### src/rtl/prob_pulse_pkg.sv
// Shared types and helpers for the probability-to-pulse-train generator.
package prob_pulse_pkg;

    localparam int unsigned LFSR_W = 7;

    typedef enum logic [1:0] {IDLE, RUN, DONE} state_e;

    // x^7 + x^6 + 1, Fibonacci form, shifting left.
    function automatic logic [LFSR_W-1:0] lfsr7_next(input logic [LFSR_W-1:0] q);
        return {q[5:0], q[6] ^ q[5]};
    endfunction

endpackage

### src/rtl/lfsr7.sv
// 7-bit maximal LFSR with a load port that refuses the all-zero lockup state.
module lfsr7
    import prob_pulse_pkg::*;
#(
    parameter logic [LFSR_W-1:0] SEED = 7'h01
) (
    input  logic              clk,
    input  logic              rst,
    input  logic              en,
    input  logic              load,
    input  logic [LFSR_W-1:0] load_val,
    output logic [LFSR_W-1:0] q
);

    always_ff @(posedge clk or posedge rst) begin
        if (rst) begin
            q <= SEED;
        end else if (load) begin
            q <= (load_val == '0) ? SEED : load_val;
        end else if (en) begin
            q <= lfsr7_next(q);
        end
    end

endmodule

### src/rtl/prob_pulse_gen.sv
// Bernoulli pulse-train generator: LFSR <= latched probability over a fixed slot window.
module prob_pulse_gen
    import prob_pulse_pkg::*;
#(
    parameter logic [LFSR_W-1:0] SEED   = 7'h01,
    parameter int unsigned       WINDOW = 127
) (
    input  logic              clk,
    input  logic              rst,
    input  logic              start,
    input  logic [LFSR_W-1:0] prob,
    input  logic              seed_load,
    input  logic [LFSR_W-1:0] seed,
    output logic              x_pulse,
    output logic              busy,
    output logic              done,
    output logic [LFSR_W-1:0] pulse_cnt
);

    localparam logic [LFSR_W-1:0] LAST_SLOT = LFSR_W'(WINDOW - 1);

    state_e            state_q, state_d;
    logic [LFSR_W-1:0] prob_q, prob_d;
    logic [LFSR_W-1:0] slot_q, slot_d;
    logic [LFSR_W-1:0] cnt_q, cnt_d;
    logic [LFSR_W-1:0] lfsr;

    lfsr7 #(
        .SEED(SEED)
    ) u_lfsr (
        .clk      (clk),
        .rst      (rst),
        .en       (state_q == RUN),
        .load     ((state_q == IDLE) && seed_load),
        .load_val (seed),
        .q        (lfsr)
    );

    // Outputs come from registers only, so async reset clears them immediately.
    assign busy      = (state_q == RUN);
    assign done      = (state_q == DONE);
    assign x_pulse   = busy && (lfsr <= prob_q);
    assign pulse_cnt = cnt_q;

    always_comb begin
        state_d = state_q;
        prob_d  = prob_q;
        slot_d  = slot_q;
        cnt_d   = cnt_q;
        unique case (state_q)
            IDLE: begin
                if (start) begin
                    state_d = RUN;
                    prob_d  = prob;
                    slot_d  = '0;
                    cnt_d   = '0;
                end
            end
            RUN: begin
                cnt_d = cnt_q + {{(LFSR_W-1){1'b0}}, x_pulse};
                if (slot_q == LAST_SLOT) begin
                    state_d = DONE;
                end else begin
                    slot_d = slot_q + 1'b1;
                end
            end
            DONE:    state_d = IDLE;
            default: state_d = IDLE;
        endcase
    end

    always_ff @(posedge clk or posedge rst) begin
        if (rst) begin
            state_q <= IDLE;
            prob_q  <= '0;
            slot_q  <= '0;
            cnt_q   <= '0;
        end else begin
            state_q <= state_d;
            prob_q  <= prob_d;
            slot_q  <= slot_d;
            cnt_q   <= cnt_d;
        end
    end

endmodule

### config.mk
export PLATFORM = sky130hd
export DESIGN_NAME = prob_pulse_gen
export DESIGN_NICKNAME = d
export VERILOG_FILES = /design/src/rtl/prob_pulse_pkg.sv /design/src/rtl/lfsr7.sv /design/src/rtl/prob_pulse_gen.sv
export SDC_FILE = /design/constraint.sdc
export NUM_CORES = 1
export LEC_CHECK = 0
export CORE_MARGIN = 4
export CORE_UTILIZATION = 45
export CTS_BUF_LIST = sky130_fd_sc_hd__clkbuf_8
export DETAILED_ROUTE_END_ITERATION = 16
export PLACE_DENSITY_LB_ADDON = 0.08
export SYNTH_ARGS = -nofsm -noshare
export SYNTH_HDL_FRONTEND = slang
export SYNTH_SLANG_ARGS = --single-unit
### constraint.sdc
create_clock -name clk -period 2.7 [get_ports clk]
set_clock_uncertainty 0.05 [all_clocks]
set_input_delay 0.27 -clock clk [delete_from_list [all_inputs] [get_ports clk]]
set_output_delay 0.27 -clock clk [all_outputs]
set_load 0.01 [all_outputs]
==> flow_summary_export.csv <==
group,metric,value,unit
synthesis,async_flop_share,100,%
routing,routed_via_density,5.70,
finish,area_growth,25.1,%
worst_setup_path,worstPathMaxFanout,3,
routing,ant_nets,0,
synthesis,synth_compound_area_share,20.5,%
grt,grt_pass1_wl,6910,um
timing,hold_violations,0,
synthesis,synth_top_family_by_area,"compound AO/OA/AOI/OAI gates",
worst_setup_path,cp_slowest_stage_delay,540,ps
finish,num_antenna_cells,0,
outcome,status,"finished, final reports clean",
finish,nets,238,
synthesis,synth_warnings,0,
routing,wl_per_cell,15.5,um
synthesis,synth_fa_ha_area_share,7.99,%
timing,tightest_slew,432,ps
floorplan,die_area,4880,um^2
worst_setup_path,arrival,2270,ps
job,maxCapViolations,0,
pwr,power_density,1150,nW/um^2
floorplan,pin_count,28,
place,dp_hpwl,2840,um
clock_network,root_buffer,"clkbuf_8",
floorplan,die_y,69.9,um
grt,overflow,0,
worst_setup_path,crit_buf_inv,3,
synthesis,ys_seq_area_share,43.7,%
pwr,vdd_ir_drop_max,557,uV
timing,period_share,96.0,%
clock_network,hold_buffers,0,
grt,grt_start_max_net_pins,31,
worst_setup_path,crit_start,"u_lfsr.q[0]$_DFFE_PP1P_",
worst_setup_path,r2r_start,"u_lfsr.q[0]$_DFFE_PP1P_",
routing,drt_iter0_markers,130,
worst_setup_path,end_kind,"output port",
synthesis,synth.avg_cell_area,9.78,um^2
grt,grt_pass1_vias,1485,
grt,grt_usage,17.7,%
synthesis,syn_inst,176,
finish,nFillCells,336,
synthesis,synth_edf_count,0,
timing,fmax,386,MHz
synthesis,syn_area,1720,um^2
clock_network,clk_path_buf_depth,2,
synthesis,synth_top_flop_cell,"dfrtp_1",
synthesis,ys_top_cells_by_count,"29 x dfrtp_1, 16 x a21oi_1, 13 x inv_1, 13 x nand2_1, 11 x ha_1",
routing,drtPass1Iterations,4,
clock_network,clk_latency,270,ps
worst_setup_path,startpoint_type,"register",
clock_network,cts.repair.resized,0,
floorplan,fp.coreArea,3690,um^2
min_path,hold_path.class,"input port to async pin",
worst_setup_path,worstSetupPathType,"register to output port",
worst_setup_path,crit_path_cell_trace,"inv_1 -> ha_1 -> nand3_1 -> or3_1 -> o41ai_2 -> buf_4 -> clkdlybuf4s50_1",
routing,via_count,1470,
synthesis,ys_types,41,
clock_network,path_clk_slew,70,ps
synthesis,ys_seq_elements,30,
timing,maxSlewViolCount,0,
synthesis,synth_area_leaders,"dfrtp_1 42%, ha_1 8.0%, a21oi_1 4.7%, mux2_4 4.4%, a22oi_1 3.1%",
pwr,leakage,0.000948,uW
synthesis,synth_xor_area_share,0.509,%
pwr,p_total,2470,uW
routing,routed_wl,3990,um
grt,antenna_found_initial,0,
worst_setup_path,required,2380,ps
floorplan,rows,22,
place,placedCellCount,250,
timing,period_minus_slack,2590,ps
clock_network,clock-sinks,30,
synthesis,yosysMostFrequentCell,"dfrtp_1",
finish,layout-drive-gt1-share,11.9,%
synthesis,synthSimpleGateAreaFrac,16.3,%
place,gp_congestion,0.847,
synthesis,yosysTopAreaCellShare,42.2,%
floorplan,die_x,69.9,um
clock_network,cts_setup_buffers,0,
finish,instances_no_fill,258,
routing,route.detailed.drc,0,
worst_setup_path,crit_family,"buffers and inverters",
worst_setup_path,cp_slowest_cell,"dfstp_2",
clock_network,cts_htree_levels,2,
timing,setup_viol,0,
synthesis,synth_mux_area_share,5.67,%
floorplan,start_util,46.7,%
timing,tns,0,ps
synthesis,synth_top_cell_by_area,"dfrtp_1",
clock_network,cts_made_buffers,5,
clock_network,cts_tree,"built",
place,portBuffers,27,
timing,relSlewSlack,71.1,%
synthesis,syn_nets,205,
[layout make-up]
| cell class | count | area [um^2] | area share, % |
|---|---|---|---|
| multi-input combinational | 125 | 891 | 41.3 |
| sequential | 30 | 752 | 34.9 |
| timing repair buffer | 34 | 323 | 15.0 |
| clock buffer | 5 | 68.8 | 3.19 |
| tap | 48 | 60.1 | 2.79 |
| inverter | 13 | 48.8 | 2.26 |
| clock inverter | 3 | 11.3 | 0.523 |
[worst paths after layout]
path	to	slack, ps	depth (start not counted)
worst max register to register	pulse_cnt[6]$_DFFE_PP0P_	160	11
min in group clk	pulse_cnt[6]$_DFFE_PP0P_	430	1
max in group asynchronous	u_lfsr.q[0]$_DFFE_PP1P_	1960	3
worst min-delay path	prob_q[3]$_DFFE_PP0P_	310	3
worst max-delay path	x_pulse	110	7
worst min register to register	pulse_cnt[6]$_DFFE_PP0P_	430	1
[worst min-delay path: cells and delay by family]
| family | cells | cell delay (ps) |
|---|---|---|
| buffers and inverters | 3 | 780 |
[stage by stage]
stage	hold WS [ps]	util, %	setup slack (ps)	instance area [um^2]
floorplan	310	-	89.2	1720
global placement	416	55.9	184	2060
detailed placement	431	55.9	125	2060
CTS	324	58.0	50.3	2140
global route	344	58.4	-6.54	2150
finish	314	58.4	108	2150
[routing by layer]
metal / up-vias / wire, um / track usage, %
li1: 714 / - / -
met1: 710 / 1810 / 22.9
met2: 40 / 1940 / 27.8
met3: 6 / 176 / 5.32
met4: 0 / 57 / 6.60
met5: - / 0 / 0
[cells by family (layout without fill, tap and decap cells)]
kind of cell / count (synthesis) / in the layout
AO/OA/AOI/OAI: 54 / 54
XOR/XNOR: 1 / 1
adder cells (fa/ha/maj): 11 / 11
buffers and inverters: 21 / 55
flip-flops: 30 / 30
multiplexers: 7 / 7
AND/OR/NAND/NOR: 52 / 52
[sequential cells by signal (all words and copies together) (netlist names)]
register   cells
prob_q         7
pulse_cnt      7
slot_q         7
state_q        2
u_lfsr.q       7
[where the power goes]
part / internal (uW) / switching [uW] / total (uW)
registers: 682 / 216 / 898
clock network: 171 / 155 / 326
logic: 651 / 594 / 1240
total: 1500 / 965 / 2470
[placed cells by master (no fill, tap or decap), types with 2 or more instances in the layout]
master and n:
nand4_1 4, dfrtp_1 29, nand3_1 6, o22ai_1 2, clkbuf_8 5, ha_1 10, a21oi_1 15, nand2b_1 2
mux2_4 5, a22oi_1 7, buf_4 7, nor2_1 7, nand2_1 13, o311ai_1 2, a31oi_1 2, mux2_2 2
a211oi_1 2, o41ai_1 2, o21ai_0 10, clkdlybuf4s50_1 27, or3_1 2, nor2b_1 8, a41oi_1 2, a311oi_1 3
inv_1 16, o311ai_0 2
(Power assumes the default switching activity.)
